[config.mk]
export PLATFORM = sky130hd
export DESIGN_NAME = in_buffer
export DESIGN_NICKNAME = d
export VERILOG_FILES = /design/src/rtl/des_buf_pkg.sv /design/src/rtl/in_buffer.sv
export SDC_FILE = /design/constraint.sdc
export NUM_CORES = 1
export LEC_CHECK = 0
export BUFFER_PORTS_ARGS = -buffer_cell sky130_fd_sc_hd__buf_2
export CAP_MARGIN = 20
export CELL_PAD_IN_SITES_DETAIL_PLACEMENT = 1
export CELL_PAD_IN_SITES_GLOBAL_PLACEMENT = 1
export CORE_ASPECT_RATIO = 0.7
export CORE_MARGIN = 4
export CORE_UTILIZATION = 48
export DETAILED_ROUTE_END_ITERATION = 12
export PLACE_DENSITY_LB_ADDON = 0.1
export REMOVE_ABC_BUFFERS = 1
export SLEW_MARGIN = 5
export SYNTH_ARGS = -nofsm -noshare
export SYNTH_HDL_FRONTEND = slang
export SYNTH_SLANG_ARGS = --single-unit
[constraint.sdc]
create_clock -name clk -period 3.7 [get_ports clk]
set_input_delay 0.185 -clock clk [delete_from_list [all_inputs] [get_ports clk]]
set_output_delay 0.185 -clock clk [all_outputs]
set_load 0.005 [all_outputs]
[src/rtl/des_buf_pkg.sv]
// Shared word/block types and packing helpers for the 3DES host-side buffers.
// Blocks carry the first (oldest) word in bits [31:0].
package des_buf_pkg;

  localparam int WORD_W  = 32;
  localparam int BLOCK_W = 64;

  typedef logic [WORD_W-1:0]  word_t;
  typedef logic [BLOCK_W-1:0] block_t;

  function automatic block_t pack_block(input word_t lo, input word_t hi);
    return {hi, lo};
  endfunction

  function automatic word_t unpack_lo(input block_t blk);
    return blk[WORD_W-1:0];
  endfunction

  function automatic word_t unpack_hi(input block_t blk);
    return blk[BLOCK_W-1:WORD_W];
  endfunction

endpackage

[src/rtl/in_buffer.sv]
// Packs 32-bit host words into 64-bit cipher blocks through a shift array.
// Build option IN_BUF_OVERFLOW_EN enables the sticky dropped-write flag.
module in_buffer
  import des_buf_pkg::*;
#(
  parameter int DEPTH_WORDS = 8,
  parameter int CNT_W       = $clog2(DEPTH_WORDS) + 1
) (
  input  logic             clk,
  input  logic             n_rst,
  input  logic [31:0]      data_in,
  input  logic             data_in_valid,
  input  logic             block_pop,
  input  logic             clear,
  output logic [63:0]      data_out,
  output logic             block_ready,
  output logic             full,
  output logic [CNT_W-1:0] count,
  output logic             overflow
);

  localparam logic [CNT_W-1:0] DEPTH_C = CNT_W'(DEPTH_WORDS);
  localparam logic [CNT_W-1:0] TWO_C   = CNT_W'(2);

  word_t            buff      [DEPTH_WORDS];
  word_t            buff_next [DEPTH_WORDS];
  logic [CNT_W-1:0] count_next;
  logic [CNT_W-1:0] wr_idx;
  logic             pop_ok;
  logic             wr_ok;

`ifdef IN_BUF_OVERFLOW_EN
  logic ovf_q;
  logic ovf_next;
`endif

  // A same-cycle pop frees two slots first, so a write is accepted even when full.
  always_comb begin
    buff_next  = buff;
    count_next = count;
    pop_ok     = block_pop && (count >= TWO_C);
    wr_ok      = data_in_valid && ((count < DEPTH_C) || pop_ok);
    wr_idx     = pop_ok ? (count - TWO_C) : count;
`ifdef IN_BUF_OVERFLOW_EN
    ovf_next   = ovf_q;
`endif

    if (clear) begin
      count_next = '0;
`ifdef IN_BUF_OVERFLOW_EN
      ovf_next   = 1'b0;
`endif
    end else begin
      if (pop_ok) begin
        for (int i = 0; i < DEPTH_WORDS - 2; i++) begin
          buff_next[i] = buff[i+2];
        end
      end
      if (wr_ok) begin
        for (int i = 0; i < DEPTH_WORDS; i++) begin
          if (CNT_W'(i) == wr_idx) begin
            buff_next[i] = data_in;
          end
        end
      end
      count_next = count + (wr_ok ? CNT_W'(1) : '0) - (pop_ok ? TWO_C : '0);
`ifdef IN_BUF_OVERFLOW_EN
      if (data_in_valid && !wr_ok) begin
        ovf_next = 1'b1;
      end
`endif
    end
  end

  always_ff @(posedge clk or negedge n_rst) begin
    if (!n_rst) begin
      count <= '0;
      for (int i = 0; i < DEPTH_WORDS; i++) begin
        buff[i] <= '0;
      end
`ifdef IN_BUF_OVERFLOW_EN
      ovf_q <= 1'b0;
`endif
    end else begin
      count <= count_next;
      buff  <= buff_next;
`ifdef IN_BUF_OVERFLOW_EN
      ovf_q <= ovf_next;
`endif
    end
  end

  assign data_out    = pack_block(buff[0], buff[1]);
  assign block_ready = (count >= TWO_C);
  assign full        = (count == DEPTH_C);

`ifdef IN_BUF_OVERFLOW_EN
  assign overflow = ovf_q;
`else
  assign overflow = 1'b0;
`endif

endmodule
## Word level (Yosys, flattened, before mapping)

Cells that the tools add are included.

- Equal/unequal tests: 8
- Multiplexer cells: 14
- Reductions and logical operators: 6
- $lt $le $gt $ge: 2
- Add/subtract/negate cells: 3
- Bitwise gates (word level): 1

Operator list:

| cell | count |
|---|---|
| $mux W256 | 1 |
| $mux W32 | 8 |
| $mux W192 | 1 |
| $eq A3 B4 Y1 const A | 4 |
| $eq A2 B4 Y1 const A | 2 |
| $mux W4 | 2 |
| $reduce_and A3 Y1 | 2 |
| $add A4 B1 Y4 | 1 |
| $eq A1 B4 Y1 const A | 1 |
| $eq A4 B4 Y1 const B | 1 |
| $ge A4 B2 Y1 const B | 1 |
| $logic_not A4 Y1 | 1 |
| $lt A4 B4 Y1 const B | 1 |
| $sub A4 B2 Y4 | 1 |
| $sub A4 B2 Y4 const B | 1 |
| $logic_and A1 B1 Y1 | 2 |
| $mux W2 | 1 |
| $logic_or A1 B1 Y1 | 1 |
| $mux W1 | 1 |
| $not A1 Y1 | 1 |

- Logic and storage cells: 43
- Bits of input ports: 37
- Register bits after elaboration: 260

## Longest topological paths before layout

- Depth in word-level cells: 8
- Depth in mapped cells: 15
- Mapped depth without buffers: 11

## Worst setup path after synthesis

OpenSTA, ideal clock, no wires.

- Path kind: register to register
- Start point: register count[2]
- End point: register buff[190] (netlist name)
- Stages on the path, launching flop included: 11
- Arrival: 3.028 ns
- Data required time: 3.574 ns
- Path slack: 0.546 ns
- Library setup time: 0.126 ns
- Clock period less this slack: 3.154 ns
- Path through: dfrtp_1 > inv_1 > ha_1 > or3b_2 > nand2_1 > nand2_1 > ha_1 > or4_1 > o21a_1 > clkbuf_1 > a221o_1

- Word-level cells in the longest chain between the ends: 6

RTL lines:

| item | line | text |
|---|---|---|
| start: declaration | in_buffer.sv:18 | `output logic [CNT_W-1:0] count,` |
| start signal: assignment | in_buffer.sv:85 | `count <= count_next;` |
| $ge A4 B2 Y1 * | - |  |
| named net block_ready | in_buffer.sv:16 | `output logic block_ready,` |
| $logic_and A1 B1 Y1 * | in_buffer.sv:41 | `pop_ok = block_pop && (count >= TWO_C);` |
| $mux W4 | in_buffer.sv:43 | `wr_idx = pop_ok ? (count - TWO_C) : count;` |
| $eq A2 B4 Y1 | in_buffer.sv:61 | `if (CNT_W'(i) == wr_idx) begin` |
| $mux W32 | in_buffer.sv:61 |  |
| $mux W256 * | in_buffer.sv:59 | `if (wr_ok) begin` |
| end signal: assignment | in_buffer.sv:86 | `buff <= buff_next;` |
| end: declaration | in_buffer.sv:25 | `word_t buff [DEPTH_WORDS];` |

The timed path passes the listed nets; every way through them passes the cells marked *.
A chain may end at the register's enable or synchronous reset.

## Worst setup path in the final report

- Start point: register count[1]
- End point: register buff[158] (netlist name)

- Word-level cells in the longest chain between the ends: 6

RTL lines:

| item | line |
|---|---|
| $ge A4 B2 Y1 | in_buffer.sv:41 |
| $logic_and A1 B1 Y1 | in_buffer.sv:41 |
| $mux W4 | in_buffer.sv:43 |
| $eq A2 B4 Y1 | in_buffer.sv:61 |
| $mux W32 | in_buffer.sv:61 |
| $mux W256 * | in_buffer.sv:59 |

Mark *: on every way between the ends. The rest lies on a longest branch, timed or not.

==> results.yml <==
run_status:
  outcome: "finished, final reports clean"
clocking:
  cts_tree: "built"
  postCtsSetupBuffers: 0
  ctsHoldBuffers: 29
  htreeDepth: 1
  clock_latency_ns: 0.53
  clk_pin_slew_ns: 0.06
  cts_sinks: 260
  clock_path_buffers: 3
  cts_inserted_buffers: 27
  clock-root-buffer: "clkbuf_16"
  post_cts_resized: 0
critical_path:
  crit_slowest_cell: "and2_1"
  crit_chain: "ha_1, or3b_2, nand2_1, nand2_1, ha_1, inv_1, and4_1, and2_1, buf_4, a221o_1"
  crit_fanout: 13
  critPathBufInv: 2
  timing.critical_path.arrival_ns: 3.89
  critical_path.top_delay_family: "simple AND/OR/NAND/NOR gates"
  cp-start-kind: "flip-flop"
  cp.required_ns: 4.16
  max_stage_delay_ns: 0.60
  critPathKind: "flip-flop to flip-flop"
  cp-end-kind: "flip-flop"
die:
  start_util_pct: 49.3
  core_um2: 26000
  die_h_um: 145
  die_x_um: 203
  dieArea_um2: 29400
  ios: 108
  rows: 49
route:
  num_vias: 10000
  viasPerCell: 6.36
  post-route-drc-count: 0
  routed_wl_mm: 40.3
  avgRoutedWirePerCell_um: 25.6
  dr.pass1.iters: 7
  drt_iter0_drc: 894
  detail-route-antenna-nets: 0
power:
  p_per_area_nw_per_um2: 834
  p_seq_share_pct: 40.3
  p_sw_mw: 4.46
  power.share.clock_pct: 21.6
  combinationalPowerShare_pct: 38.1
  cellLeakagePower_nw: 6.33
  p_total_mw: 12.1
  vdd_drop_max_uv: 359
  switching_share_pct: 36.9
  p_int_mw: 7.62
cells_and_area:
  drive_above_1_share_pct: 27.5
  mostFrequentLayoutCells: "260 x dfrtp_1, 105 x buf_2, 98 x nand2_1, 74 x inv_1, 67 x o211ai_1"
  fin_nets: 1251
  antenna_cells: 0
  fin_util_pct: 55.7
  final_cells: 1577
  syn_to_final_growth_pct: 13.1
  layout_commonest_cell: "dfrtp_1"
synth:
  ys_async_sr_fraction_pct: 100
  synth_compound_area_share_pct: 22.9
  ys_ff_latch: 260
  synth.cell_area_um2: 12800
  synth_fa_ha_area_share_pct: 0.782
  netlist_instances: 1163
  synth_flop_cell: "dfrtp_1"
  synth_edf_count: 0
  synth_cell_types: 47
  synth_xor_area_share_pct: 0.137
  synth_top_family_by_area: "compound AO/OA/AOI/OAI gates"
  synth_mux_area_share_pct: 5.63
  synth_seq_area_share_pct: 50.8
  yosys_warnings: 0
  avgSynthCellArea_um2: 11.0
  yosys.area_share.simple_pct: 10.0
placed_design:
  hpwlAfterDp_mm: 24.0
  place_ws_ns: 0.327
  io_buffers: 106
  placed_cells: 1505
  finalWeightedCongestion: 0.828
global_route:
  grt.met2_usage_pct: 45.2
  gr-usage-met3_pct: 3.30
  grt_max_degree: 114
  grt_overflow: 0
  antenna_found_initial: 0
  grt_pass1_wl_mm: 64.7
  track_usage_pct: 27.8
  top_usage_layer: "met2"
  grt_util_met1_pct: 40.6
  first_global_vias: 10800
sta:
  fin_crit_sh_pct: 92.6
  min_period_ns: 3.42
  setup_viol: 0
  fin_hold_ws_ns: 0.0157
  grt_setup_unrepaired: "no"
  relSlewSlack_pct: 40.9
  setup_slack_ns: 0.275
  maxSlewViolCount: 0
  clock_skew_ns: 0.0136
  worstMarginPinSlew_ns: 0.887
  hold_viol: 0
  max_freq_mhz: 292
min_path:
  hp-class: "input pin to flip-flop"
job:
  maxCapViolations: 0
## worst paths after layout
path | startpoint | end | slack (ns) | cells after the start
worst max-delay path | count[1]$_DFF_PN0_ | buff[158]$_DFFE_PN0N_ | 0.28 | 10
worst min-delay path | data_in[30] | buff[30]$_DFFE_PN0P_ | 0.02 | 2
worst max register to register | count[1]$_DFF_PN0_ | buff[158]$_DFFE_PN0N_ | 0.28 | 10
worst min register to register | buff[7]$_DFFE_PN0P_ | buff[7]$_DFFE_PN0P_ | 0.50 | 1
max in group asynchronous | n_rst | buff[12]$_DFFE_PN0P_ | 2.29 | 3
min in group asynchronous | n_rst | data_out[28]$_DFFE_PN0N_ | 0.30 | 2
## state kept, by name (all words and copies together) (netlist names)
name / count
buff: 192
count: 4
data_out: 64
## area by class of cell
| class | count | area, um^2 |
|---|---|---|
| flip-flops and latches | 260 | 6510 |
| clock buffers | 40 | 774 |
| multi-input cells | 653 | 5110 |
| inverters | 75 | 282 |
| fillers | 2755 | 11500 |
| repair buffers | 189 | 1320 |
| clock inverters | 3 | 40.0 |
| well taps | 357 | 447 |
## stage by stage
stage,TNS [ns],instance area (um^2)
5_1_grt,0,14500
2_1_floorplan,-538.59,11800
3_5_place_dp,0,13400
3_3_place_gp,0,13400
4_1_cts,0,14500
6_report,0,14500
## synth_stat cells, drive strengths merged (2+ instances only)
cell type,n,area share (%)
a211oi,8,0.51
a21oi,63,2.5
a221o,65,5.1
and2,5,0.24
and4,2,0.14
buf,96,5.2
clkbuf,79,2.3
dfrtp,260,51
ha,8,0.78
inv,75,2.2
mux2,64,5.6
nand2,98,2.9
nand2b,2,0.098
nand3,10,0.39
nand3b,62,3.6
nor2,6,0.18
nor2b,35,1.7
nor3,4,0.16
nor4b,2,0.30
o211ai,67,3.9
o21a,3,0.18
o21ai,6,0.23
o221a,64,5.6
o221ai,64,4.4
o31ai,2,0.12
or3b,2,0.14
## logic make-up after synthesis
logic type / count (synthesis)
compound gates: 347
xor+xnor: 2
fa+ha+maj: 8
buf+inv: 250
flops: 260
mux: 64
other cells: 1
simple gates: 231
## power by group through the flow
stage | Clock (mW) | Combinational, mW | Sequential [mW]
5_1_grt | 2.78 | 5.01 | 5.01
2_1_floorplan | 0 | 2.71 | 4.68
3_3_place_gp | 0 | 4.39 | 4.83
6_report | 2.61 | 4.61 | 4.86
3_5_place_dp | 0 | 4.54 | 4.87
4_1_cts | 2.65 | 4.60 | 4.86
## routing by layer
layer	share of wire, %	up-vias
met5	0	-
met3	5.0	53
met1	47	5276
met2	46	327
li1	-	4381
met4	1.9	0
No activity file was read; power rests on OpenSTA's default activity.
